File: src/rtl/bmp_probe_pkg.sv
// rtl/bmp_probe_pkg.sv - shared constants, register map and FSM states for the probe
package bmp_probe_pkg;

  localparam int SCREEN_W_C = 640;
  localparam int SCREEN_H_C = 480;
  localparam int MAX_WIN_C  = 32;

  localparam logic [15:0] OFF_PX   = 16'd0;
  localparam logic [15:0] OFF_PY   = 16'd1;
  localparam logic [15:0] OFF_CMD  = 16'd2;
  localparam logic [15:0] OFF_STAT = 16'd3;
  localparam logic [15:0] OFF_ORIG = 16'd4;

  localparam int STAT_BUSY = 15;
  localparam int STAT_DONE = 14;
  localparam int STAT_CLIP = 13;

  typedef enum logic [1:0] {
    ST_IDLE  = 2'd0,
    ST_ISSUE = 2'd1,
    ST_CAPT  = 2'd2
  } state_t;

endpackage

File: src/rtl/bmp_probe_addr.sv
// rtl/bmp_probe_addr.sv - window pixel clip check and linear video address
module bmp_probe_addr #(
  parameter int SCREEN_W = 640,
  parameter int SCREEN_H = 480,
  parameter int WIN_W    = 5
) (
  input  logic [9:0]       i_px,
  input  logic [8:0]       i_py,
  input  logic [WIN_W-1:0] i_cx,
  input  logic [WIN_W-1:0] i_cy,
  output logic             o_clip,
  output logic [18:0]      o_raddr
);

  // One extra bit on each coordinate so origin + offset never wraps back on-screen.
  logic [10:0] w_x;
  logic [9:0]  w_y;

  assign w_x = {1'b0, i_px} + 11'(i_cx);
  assign w_y = {1'b0, i_py} + 10'(i_cy);

  assign o_clip = (w_x >= 11'(SCREEN_W)) || (w_y >= 10'(SCREEN_H));

  // y*640 + x as two shifts; the value is only used when o_clip is low.
  assign o_raddr = ({9'b0, w_y} << 9) + ({9'b0, w_y} << 7) + {8'b0, w_x};

endmodule

File: src/rtl/bmp_probe.sv
// rtl/bmp_probe.sv - window readback engine counting non-key pixels in video memory
module bmp_probe
  import bmp_probe_pkg::*;
#(
  parameter int          SCREEN_W  = SCREEN_W_C,
  parameter int          SCREEN_H  = SCREEN_H_C,
  parameter logic [15:0] BASE_ADDR = 16'hC00C,
  parameter int          MAX_WIN   = MAX_WIN_C
) (
  input  logic        clk,
  input  logic        rst_n,
  input  logic        bmp_sel,
  input  logic        we,
  input  logic        re,
  input  logic [15:0] addr,
  input  logic [15:0] databus,
  output logic [15:0] rdata,
  output logic        vm_rd_en,
  input  logic        vm_gnt,
  output logic [18:0] vm_raddr,
  input  logic [5:0]  vm_rdata,
  output logic        busy
);

  localparam int WIN_W = $clog2(MAX_WIN);

  state_t           r_state;
  state_t           w_next;
  logic [9:0]       r_px;
  logic [8:0]       r_py;
  logic [WIN_W-1:0] r_sz;
  logic [5:0]       r_key;
  logic [WIN_W-1:0] r_cx;
  logic [WIN_W-1:0] r_cy;
  logic [10:0]      r_count;
  logic [5:0]       r_orig;
  logic             r_done;
  logic             r_clipped;
  logic             r_busy;

  logic [15:0] w_off;
  logic        w_hit;
  logic        w_wr;
  logic        w_rd;
  logic        w_start;
  logic        w_clip;
  logic [18:0] w_raddr;
  logic        w_last;
  logic        w_adv;
  logic        w_clip_hit;
  logic        w_capt;
  logic        w_unused;

  assign w_off    = addr - BASE_ADDR;
  assign w_hit    = bmp_sel && (w_off <= OFF_ORIG);
  assign w_wr     = w_hit && we;
  assign w_rd     = w_hit && re;
  assign w_start  = w_wr && !r_busy && (w_off == OFF_CMD);
  assign w_last   = (r_cx == r_sz) && (r_cy == r_sz);
  assign busy     = r_busy;
  assign w_unused = &{1'b0, databus[15:14]};

  bmp_probe_addr #(
    .SCREEN_W (SCREEN_W),
    .SCREEN_H (SCREEN_H),
    .WIN_W    (WIN_W)
  ) u_addr (
    .i_px    (r_px),
    .i_py    (r_py),
    .i_cx    (r_cx),
    .i_cy    (r_cy),
    .o_clip  (w_clip),
    .o_raddr (w_raddr)
  );

  // State register.
  always_ff @(posedge clk or negedge rst_n) begin
    if (!rst_n) r_state <= ST_IDLE;
    else        r_state <= w_next;
  end

  // Next state and request outputs; a clipped pixel advances without touching memory.
  always_comb begin
    w_next     = r_state;
    vm_rd_en   = 1'b0;
    vm_raddr   = '0;
    w_adv      = 1'b0;
    w_clip_hit = 1'b0;
    w_capt     = 1'b0;
    case (r_state)
      ST_IDLE: begin
        if (w_start) w_next = ST_ISSUE;
      end
      ST_ISSUE: begin
        if (w_clip) begin
          w_clip_hit = 1'b1;
          w_adv      = 1'b1;
        end else begin
          vm_rd_en = 1'b1;
          vm_raddr = w_raddr;
          if (vm_gnt) w_next = ST_CAPT;
        end
      end
      ST_CAPT: begin
        w_capt = 1'b1;
        w_adv  = 1'b1;
      end
      default: w_next = ST_IDLE;
    endcase
    if (w_adv) w_next = w_last ? ST_IDLE : ST_ISSUE;
  end

  // Register file, scan cursor and result accumulation.
  always_ff @(posedge clk or negedge rst_n) begin
    if (!rst_n) begin
      r_px      <= '0;
      r_py      <= '0;
      r_sz      <= '0;
      r_key     <= '0;
      r_cx      <= '0;
      r_cy      <= '0;
      r_count   <= '0;
      r_orig    <= '0;
      r_done    <= 1'b0;
      r_clipped <= 1'b0;
      r_busy    <= 1'b0;
    end else begin
      if (w_wr && !r_busy && (w_off == OFF_PX)) r_px <= databus[9:0];
      if (w_wr && !r_busy && (w_off == OFF_PY)) r_py <= databus[8:0];
      if (w_start) begin
        r_sz      <= databus[WIN_W-1:0];
        r_key     <= databus[13:8];
        r_count   <= '0;
        r_clipped <= 1'b0;
        r_cx      <= '0;
        r_cy      <= '0;
        r_busy    <= 1'b1;
      end
      if (w_clip_hit) r_clipped <= 1'b1;
      if (w_capt) begin
        if (vm_rdata != r_key) r_count <= r_count + 11'd1;
        if ((r_cx == '0) && (r_cy == '0)) r_orig <= vm_rdata;
      end
      if (w_adv) begin
        if (r_cx < r_sz) begin
          r_cx <= r_cx + 1'b1;
        end else if (r_cy < r_sz) begin
          r_cx <= '0;
          r_cy <= r_cy + 1'b1;
        end else begin
          r_busy <= 1'b0;
        end
      end
      // Completion beats a concurrent status read so done is never lost.
      if (w_adv && w_last)                            r_done <= 1'b1;
      else if (w_start || (w_rd && w_off == OFF_STAT)) r_done <= 1'b0;
    end
  end

  // Combinational readback; zero unless this block is being read.
  always_comb begin
    rdata = 16'h0;
    if (w_rd) begin
      if (w_off == OFF_STAT) rdata = {r_busy, r_done, r_clipped, 2'b00, r_count};
      if (w_off == OFF_ORIG) rdata = {10'b0, r_orig};
    end
  end

endmodule

File: config.mk
export PLATFORM = sky130hd
export DESIGN_NAME = bmp_probe
export DESIGN_NICKNAME = d
export VERILOG_FILES = /design/src/rtl/bmp_probe_pkg.sv /design/src/rtl/bmp_probe_addr.sv /design/src/rtl/bmp_probe.sv
export SDC_FILE = /design/constraint.sdc
export NUM_CORES = 1
export LEC_CHECK = 0
export ABC_AREA = 0
export BUFFER_PORTS_ARGS = -buffer_cell sky130_fd_sc_hd__buf_2
export CORE_MARGIN = 8
export CORE_UTILIZATION = 50
export DETAILED_ROUTE_END_ITERATION = 6
export PLACE_DENSITY = 0.84
export SLEW_MARGIN = 0
export SYNTH_ARGS = -nofsm -noshare
export SYNTH_HDL_FRONTEND = slang
export SYNTH_HIERARCHICAL = 1
export SYNTH_SLANG_ARGS = --single-unit
File: constraint.sdc
create_clock -name clk -period 4.6 [get_ports clk]
set_input_delay 0.46 -clock clk [delete_from_list [all_inputs] [get_ports clk]]
set_output_delay 0.46 -clock clk [all_outputs]
set_load 0.02 [all_outputs]
==> results by stage, run 1 <==
Timing:
- Setup repair after global routing could not meet its margin everywhere.
- The final hold violation count came to 0.
- In this run the tightest slew margin relative to its limit is 35.33%.
- The minimum clock period after layout is ~4500 ps.
- The clock skew after layout is 15.02 ps.
- The portion of the clock cycle consumed by the worst path in the final layout is 98.15%.
- The slew at the pin with the worst max-slew slack is between 900 and 1000 ps.
- The final max-slew violation count is 0.
- For this run, the top clock speed supported by timing is around 220 MHz.
- Setup violations remaining at the end of the flow were counted as 0.
- The setup slack after layout is roughly 85 ps.

Drt:
- In the routed layout, each cell is associated on average with a via count of 5.899.
- In the final routed layout, each cell accounts on average for 17.53 µm.
- The top metal layer carrying routed signals is met4.
- For this block, the via count after detailed routing is 4,141.
- The count of TritonRoute iterations in the first routing pass is 6.
- After the first detailed-routing iteration, the DRC count stood at 383.
- Wire segments on met2 add up to 6231 µm in the final route.
- The wire length on met3 is 827 µm.
- For this run, design rule violations remaining after detail routing come to 0.
- The routed wire length is 12,310 µm.
- The sum of routed wire segments on met1 is 4995 µm.
- In this run the remaining antenna-violating nets after routing total 0.

Placement:
- Counting tap cells, the placed design contains a total of roughly 700 instances.
- The HPWL after detailed placement is between 9000 and 10,000 µm.
- The worst-case setup slack after placement is 60.26 ps.
- During placement, the flow inserted port buffers numbering 76.
- The placed cell area is 5269 µm².
- At the end of routability-driven placement, the weighted congestion stood at 0.8829.

Power:
- The internal power component is ~990 µW.
- The share of power burned in the clock network is 33.2%.
- Sequential cells account for 40.6% of the total power.
- The cell leakage power is 0.002874 µW.
- VDD sags by at most 217.4 µV.
- The overall power is ~1500 µW.
- In this run the power density over the cells is ~270 nW/µm².
- The net switching power is 518.2 µW.
- The net switching fraction of the power is 34.37%.
- Per report_power, the combinational group accounts for 26.2% of the total.

Global route:
- For this run the aggregate overflow at the end of global routing stands at 0.
- The overall fraction of global-route tracks in use is 18.76%.
- The number of global-route vias before repair was 4,179.
- The pin count of the biggest net entering global routing is between 60 and 70.
- The initial antenna violation count was 0.
- The wire length of the first global-routing pass is 19,730 µm.

Die:
- Once the floorplan was initialized, standard cells occupied 51.48% of the core.
- The boundary pin count is 81.
- The floorplan has 35 rows.
- The area inside the core boundary is about 9200 µm².
- The floorplan die height is 113.5 µm.
- The floorplan step defined a die boundary enclosing 12,890 µm².
- From left edge to right edge, the die measures about 110 µm.

Clock network:
- CTS built an H-tree with a depth of 3.
- The CTS tree is done.
- After clock tree synthesis, the clock-pin slew on the worst setup and hold paths is 80 ps.
- Counting the buffers created by CTS gives 9.
- The maximum clock insertion buffer count is 2.
- The number of clock sinks seen by CTS is 62.
- CTS placed an instance of sky130_fd_sc_hd__clkbuf_8 at the clock tree root.
- The number of hold buffers added after cts is 0.
- The clock latency reported for the late side of the worst-skew pair is approximately 360 ps.

Synth:
- The count of warnings emitted by yosys is 6.
- The most used flip-flop cell after synthesis is sky130_fd_sc_hd__dfrtp_1.
- The synthesized area per cell is 9.808 µm².
- The sequential cell area fraction in the yosys report is 32.61%.
- The number of register bits inferred by synthesis is 62.
- The synthesized netlist cell count is 485.
- In this run, synthesis inferred 0 flip-flops with an integrated enable.
- Counting flops with an async set or reset pin after synthesis yields a share of 100.0%.
- The netlist uses 61 different library cells.
- The post-synthesis cell area is 4757 µm².

Critical path:
- The worst setup path is launched from a register.
- The critical path startpoint is r_cx[1].
- The worst register-to-register path begins at r_cx[0].
- STA puts the critical path data arrival time at 4050 ps.
- The required time of the worst setup path is 4140 ps.
- The biggest fanout along the worst timing path is 2.
- The worst setup path is captured at an output port.
- The type of the worst setup path is reg -> out.

Status:
- The flow ran to the end, and the final reports show no timing, DRC or antenna violations.

Final layout:
- Cells fill 61.15% of the core in the end.
- The area used by multi-input combinational logic is 3173 µm².
- The share of layout cells above drive strength 1 is 31.94%.
- The number of nets in the finished design is 663.
- Summing all flip-flop and latch instances after layout gives 1555 µm².
- The fill cell instance count of the final layout is slightly below 800.
- From synthesis to final layout, the design area changed by 18.78%.
- After the flow finishes, the layout carries non-filler instances totaling 702.
- The cell area after layout is 5650 µm².
- The number of antenna repair diodes is 0.

Min path:
- The tightest min-delay check is of the in -> async type.

Flow run:
- The max capacitance violation total is 0.
-- power by group through the flow --
stage	logic [µW]	clock network (µW)	registers [µW]
6_report	395	501	611
5_1_grt	426	529	615
4_1_cts	391	502	609
3_5_place_dp	386	0	619
3_3_place_gp	371	0	616
2_1_floorplan	252	0	610
-- cell type report --
type,count,area share (%)
sequential,62,27.52
inverter,28,1.860
clock buffer,10,2.436
tap,129,2.857
timing repair buffer,84,7.950
multi-input combinational,383,56.16
clock inverter,6,1.218
-- placed cells by master, fill, tap and decap left out, types with 9 or more instances in the layout --
cell / netlist / final
sky130_fd_sc_hd__buf_4: 3 / 9
sky130_fd_sc_hd__a21oi_1: 20 / 14
sky130_fd_sc_hd__nand2_1: 23 / 23
sky130_fd_sc_hd__ha_1: 46 / 39
sky130_fd_sc_hd__inv_1: 28 / 28
sky130_fd_sc_hd__nand3_1: 26 / 26
sky130_fd_sc_hd__and2_1: 9 / 9
sky130_fd_sc_hd__nor2_1: 25 / 25
sky130_fd_sc_hd__nor3_1: 15 / 14
sky130_fd_sc_hd__dfrtp_1: 62 / 59
sky130_fd_sc_hd__buf_2: 3 / 74
sky130_fd_sc_hd__and3_1: 27 / 27
sky130_fd_sc_hd__xnor2_1: 22 / 22
sky130_fd_sc_hd__mux2_2: 28 / 28
sky130_fd_sc_hd__mux2_4: 9 / 9
sky130_fd_sc_hd__nand4_1: 13 / 13
sky130_fd_sc_hd__clkbuf_8: 0 / 10
-- cells by family after synthesis --
family          after synthesis  share of synthesized area, %
other cells                   1                       0.07883
fa+ha+maj                    51                         14.20
compound gates               84                         13.12
flops                        62                         32.61
xor+xnor                     30                         5.523
buf+inv                      41                         3.551
simple gates                177                         21.02
mux                          39                         9.890
-- Yosys cell counts (2+ instances only) --
master / n / share of area, %
sky130_fd_sc_hd__a21oi_2: 2 / 0.37
sky130_fd_sc_hd__nor3_1: 15 / 1.6
sky130_fd_sc_hd__nor4_1: 4 / 0.53
sky130_fd_sc_hd__or4b_1: 3 / 0.63
sky130_fd_sc_hd__buf_4: 3 / 0.47
sky130_fd_sc_hd__and2_1: 9 / 1.2
sky130_fd_sc_hd__or3_1: 3 / 0.39
sky130_fd_sc_hd__o31ai_1: 2 / 0.32
sky130_fd_sc_hd__o21ai_0: 7 / 0.74
sky130_fd_sc_hd__mux2_2: 28 / 6.6
sky130_fd_sc_hd__nor2b_1: 4 / 0.53
sky130_fd_sc_hd__mux2_4: 9 / 2.8
sky130_fd_sc_hd__a211oi_1: 3 / 0.47
sky130_fd_sc_hd__a31o_2: 4 / 0.74
sky130_fd_sc_hd__clkbuf_1: 7 / 0.55
sky130_fd_sc_hd__o22ai_1: 2 / 0.26
sky130_fd_sc_hd__o21bai_1: 3 / 0.47
sky130_fd_sc_hd__nand4_1: 13 / 1.7
sky130_fd_sc_hd__nor2_1: 25 / 2.0
sky130_fd_sc_hd__o2111ai_1: 2 / 0.37
sky130_fd_sc_hd__and3_1: 27 / 3.6
sky130_fd_sc_hd__fa_1: 5 / 2.1
sky130_fd_sc_hd__a211o_1: 7 / 1.3
sky130_fd_sc_hd__a22oi_1: 6 / 0.95
sky130_fd_sc_hd__a21oi_1: 20 / 2.1
sky130_fd_sc_hd__o211ai_1: 6 / 0.95
sky130_fd_sc_hd__nand3_1: 26 / 2.7
sky130_fd_sc_hd__o221ai_1: 3 / 0.55
sky130_fd_sc_hd__nor3b_1: 3 / 0.47
sky130_fd_sc_hd__ha_1: 46 / 12
sky130_fd_sc_hd__nand2_1: 23 / 1.8
sky130_fd_sc_hd__a21o_1: 6 / 0.95
sky130_fd_sc_hd__or4_1: 2 / 0.32
sky130_fd_sc_hd__xor2_1: 8 / 1.5
sky130_fd_sc_hd__buf_2: 3 / 0.32
sky130_fd_sc_hd__inv_1: 28 / 2.2
sky130_fd_sc_hd__a22o_1: 2 / 0.37
sky130_fd_sc_hd__xnor2_1: 22 / 4.1
sky130_fd_sc_hd__or2_2: 3 / 0.39
sky130_fd_sc_hd__nand2b_1: 5 / 0.66
sky130_fd_sc_hd__a211oi_2: 2 / 0.53
sky130_fd_sc_hd__nand4b_1: 2 / 0.37
sky130_fd_sc_hd__dfrtp_1: 62 / 33
sky130_fd_sc_hd__mux2i_1: 2 / 0.42
sky130_fd_sc_hd__and3b_1: 2 / 0.37
-- final timing paths --
| kind | end | slack, ps | depth (start not counted) |
|---|---|---|---|
| worst max register to register | r_cy[2] | 740 | 12 |
| min in group clk | r_key[4] | 330 | 2 |
| max in group asynchronous | r_cy[0] | 3780 | 2 |
| worst max-delay path | vm_raddr[18] | 90 | 15 |
| worst min register to register | r_sz[1] | 500 | 1 |
| worst min-delay path | r_count[10] | 240 | 2 |
-- per-stage QoR --
step	hold slack [ps]	setup TNS [ps]
2_1_floorplan	164.4	0
3_3_place_gp	459.8	0
3_5_place_dp	495.3	0
4_1_cts	290.4	0
5_1_grt	311.0	-87.78
6_report	238.6	0
-- what timing repair did --
item / in CTS / in global routing
endpoints found under the setup margin: 2 / 2
buffers inserted: 1 / 3
hold endpoints to repair: 0 / 0
pin swaps: 5 / 13
resized for setup: 10 / 21
-- sequential cells by signal, summed over array words and instances, names as in the netlist --
name / cells
r_cx: 5
r_py: 9
r_sz: 5
r_state: 2
r_px: 10
busy: 1
r_orig: 6
r_key: 6
r_clipped: 1
r_done: 1
r_cy: 5
r_count: 11
-- metal layers --
layer	vias to the layer above	track usage, %
met1	1991	21.00
met2	170	33.49
met3	31	4.702
li1	1949	-
met5	-	0
met4	0	7.105
-- critical path, stage by stage, from the launching register on --
cell and delay (ps):
sky130_fd_sc_hd__dfrtp_1 420, sky130_fd_sc_hd__ha_4 260, sky130_fd_sc_hd__a211oi_2 270, sky130_fd_sc_hd__o21bai_1 120, sky130_fd_sc_hd__a21oi_2 170, sky130_fd_sc_hd__and3b_2 240, sky130_fd_sc_hd__xor2_2 160, sky130_fd_sc_hd__fa_2 510
sky130_fd_sc_hd__fa_2 440, sky130_fd_sc_hd__a21oi_4 190, sky130_fd_sc_hd__o2111ai_2 130, sky130_fd_sc_hd__a31o_2 230, sky130_fd_sc_hd__a21oi_2 120, sky130_fd_sc_hd__xnor2_1 130, sky130_fd_sc_hd__and3_1 180, sky130_fd_sc_hd__buf_6 120
No activity file was read; power rests on OpenSTA's default activity.
==> inputs of run 2 (changes only) <==
BUFFER_PORTS_ARGS = -buffer_cell sky130_fd_sc_hd__buf_4   (was -buffer_cell sky130_fd_sc_hd__buf_2)
==> run 2 against run 1 <==
Clock power up 4.6%. Clock skew hardly changed. Combinational power rose by 9.1%. Critical path depth unchanged. Largest power group unchanged. Highest routed layer unchanged.
==> results by stage, run 2 (synthesis results as in run 1) <==
Die:
- The cell row count came to 35 (unchanged).
- The die width is 113.5 µm (unchanged).
- The floorplan die area is 12,890 µm² (unchanged).
- The floorplan die height came to 113.5 µm (unchanged).
- The boundary pin count is 81 (unchanged).
- The initial core utilization was 51.48% (unchanged).
- The area inside the core boundary is 9240 µm² (unchanged).

Clock network:
- The number of hold buffers added after cts is 0 (unchanged).
- The clock tree root driver cell is sky130_fd_sc_hd__clkbuf_8.
- The number of clock sinks seen by CTS is 62 (unchanged).
- The CTS tree is done.
- The number of CTS-inserted buffers is 9 (unchanged).
- The clock latency reported for the late side of the worst-skew pair was 360 ps (about the same).
- The maximum clock insertion buffer count is 2 (unchanged).
- The maximum level of the CTS H-tree is 3 (unchanged).
- The post-CTS clock slew at the launch and capture registers of the worst setup and hold paths is 80 ps (about the same).

Critical path:
- The most frequent cell on the critical path is sky130_fd_sc_hd__a21oi_2.
- The biggest fanout along the worst timing path is 2 (unchanged).
- The kind of cell adding the most delay to the critical path is compound AO/OA/AOI/OAI gates.
- The worst endpoint data arrival time is 4010 ps (-40 ps).
- The type of the worst setup path is reg -> out.
- The number of buffer and inverter stages on the critical path came to 1 (unchanged).
- The number of cells traversed by the worst register-to-register path is 11 (-1).
- The number of stages on the worst setup path is 15 (unchanged).
- The slowest stage of the critical path is the sky130_fd_sc_hd__fa_1 cell.
- The delay of the slowest critical-path stage was 510 ps (about the same).
- The worst setup path is launched from a register.
- The kind of end point of the critical path is an output port.
- Walking the worst path, the cells encountered are ha_4 -> a211oi_2 -> o21bai_1 -> a21oi_2 -> and3b_2 -> xor2_2 -> fa_1 -> fa_2 -> a21oi_4 -> o2111ai_2 -> a31o_2 -> a21oi_2 -> xnor2_1 -> and3_1 -> buf_4.
- The required time of the worst setup path is 4140 ps (about the same).

Final layout:
- The flip-flop count of the largest register after layout is 11 (unchanged).
- The commonest non-fill, non-tap cell in the layout is sky130_fd_sc_hd__buf_4.
- The area used by multi-input combinational logic is 3198 µm² (+0.79%).
- The cell area after layout is 5914 µm² (+4.7%).
- The share of layout cells above drive strength 1 came to 32.99% (+1.1 points).
- The sequential cell area was 1555 µm² (unchanged).
- The area growth from synthesis to layout is 24.33%.
- The fill cell instance count of the final layout is 698 (-9.4%).
- The number of antenna repair diodes is 0 (unchanged).
- The register name with the most flops is r_count.
- The top cell types in the final layout, fill and taps aside, are sky130_fd_sc_hd__buf_4, sky130_fd_sc_hd__dfrtp_1, sky130_fd_sc_hd__ha_1, sky130_fd_sc_hd__inv_1, sky130_fd_sc_hd__mux2_2.
- The largest registers in the layout are r_count x11, r_px x10, r_py x9.
- The number of nets in the finished design was 669 (+0.90%).

Placement:
- The estimated wirelength of the detail-placed design was 9290 µm (-0.32%).
- The number of port buffers is 76 (unchanged).
- The routability congestion estimate is 0.8558 (-3.1%).
- The placed cell area is 5466 µm² (+3.8%).
- The worst-case setup slack after placement is 96.94 ps (+36.68 ps).

Global route:
- The pin count of the biggest net entering global routing is 63 (unchanged).
- The wire length of the first global-routing pass is 19,300 µm (-2.2%).
- The initial antenna violation count came to 0 (unchanged).
- The total congestion overflow after global routing was 0 (unchanged).
- The number of global-route vias before repair came to 4,128 (-1.2%).
- The overall fraction of global-route tracks in use is 18.42% (-0.34 points).

Power:
- The maximum vdd ir drop is 302.0 µV (+39%).
- The net switching power is 521.9 µW (+0.71%).
- The power density over cell area is 264.6 nW/µm² (-0.85%).
- The internal power component is 1043 µW (+5.4%).
- The share of total power in combinational logic is 27.5% (+1.3 points).
- The portion of total power attributed to sequential cells is 39.0% (-1.6 points).
- The cell leakage power was 0.002932 µW (+2.0%).
- The net switching fraction of the power is 33.35% (-1.0 points).
- The share of power burned in the clock network came to 33.5% (+0.3 points).

Timing:
- The worst max-slew margin expressed relative to the limit is 32.72% (-2.6 points).
- The final max-slew violation count is 0 (unchanged).
- The final hold violation count was 0 (unchanged).
- The sum of negative setup slack is 0 ps (unchanged).
- The final-layout worst hold slack is 175.4 ps (-63.26 ps).
- The minimum clock period after layout came to 4474 ps (-41.15 ps).
- The setup slack after layout is 126.3 ps (+41.15 ps).
- The clock skew after layout was 14.60 ps (-0.4155 ps).
- The slew at the pin with the worst max-slew slack is 1000 ps (+38.81 ps).
- The achievable clock frequency was 223.5 MHz (+0.92%).
- The setup violation total in the final timing report is 0 (unchanged).
- The portion of the clock cycle consumed by the worst path in the final layout is 97.26% (-0.89 points).

Drt:
- The post-detailed-route via-to-cell ratio is 5.914 (+0.25%).
- The count of nets left with antenna violations after detail routing came to 0 (unchanged).
- The count of vias placed by the detailed router was 4,187 (+1.1%).
- The average detailed-routed wire length per instance is 17.56 µm (+0.14%).
- The count of TritonRoute iterations in the first routing pass is 5 (-1).
- The routed wire length is 12,430 µm (+1.0%).
- The number of DRC markers after the initial detailed-route iteration is 395 (+3.1%).
- The final routed DRC violation total is 0 (unchanged).

Flow run:
- The max capacitance violation total is 0 (unchanged).

Status:
- The run finished with clean final reports.

Min path:
- The class of the most critical hold timing path is in -> async.
==> run 2: final cells by class <==
cell class                      count  share of cell area (%)
Multi-Input combinational cell    383                   54.07
Inverter                           28                   1.777
Sequential cell                    62                   26.30
Tap cell                          129                   2.729
Clock buffer                       11                   2.560
Timing Repair Buffer               90                   11.49
Clock inverter                      5                   1.079
==> run 2: final timing paths <==
path | end | start | slack, ps
worst max register to register | r_cy[2] | r_cy[1] | 830
worst min register to register | r_clipped | r_clipped | 490
max in group asynchronous | r_cx[0] | rst_n | 3870
min in group clk | r_key[2] | databus[10] | 330
worst max-delay path | vm_raddr[18] | r_cx[1] | 130
worst min-delay path | r_count[10] | rst_n | 180
==> run 2: repair_timing <==
action                                  4_1_cts  5_1_grt
gates resized for setup                       8       25
endpoints found under the setup margin        2        2
setup buffers                                 3        6
pin swaps                                     4       14
==> run 2: routing by layer <==
metal  global-route usage (%)  wire (µm)  share of wire [%]
met5                        0          0                  0
met1                    21.27       5177                 42
met2                    31.64       6218                 50
met4                    7.993        273                2.2
met3                    4.596        761                6.1
==> run 2: per-stage QoR <==
stage | utilization, % | power, µW | instances
after floorplan | - | 862.2 | 486
after global placement | 59.16 | 1023 | 683
after detailed placement | 59.16 | 1044 | 683
after CTS | 62.00 | 1563 | 702
after global routing | 64.01 | 1635 | 708
final | 64.01 | 1565 | 708
==> run 2: power groups by stage <==
| stage | Combinational, µW | Clock (µW) | Sequential (µW) |
|---|---|---|---|
| floorplan | 252 | 0 | 610 |
| global placement | 406 | 0 | 617 |
| detailed placement | 425 | 0 | 620 |
| CTS | 428 | 526 | 609 |
| global route | 464 | 556 | 614 |
| finish | 431 | 524 | 610 |
==> run 2: worst register-to-register path, stage by stage, from the launching register on <==
cell and delay [ps]:
sky130_fd_sc_hd__dfrtp_1 550, sky130_fd_sc_hd__ha_1 320, sky130_fd_sc_hd__a211oi_2 230, sky130_fd_sc_hd__nor2_1 110, sky130_fd_sc_hd__or4_1 530, sky130_fd_sc_hd__o221ai_1 90
sky130_fd_sc_hd__or4b_1 230, sky130_fd_sc_hd__a21oi_1 120, sky130_fd_sc_hd__nor2b_1 440, sky130_fd_sc_hd__o211ai_1 360, sky130_fd_sc_hd__or2_2 420, sky130_fd_sc_hd__a31o_2 260
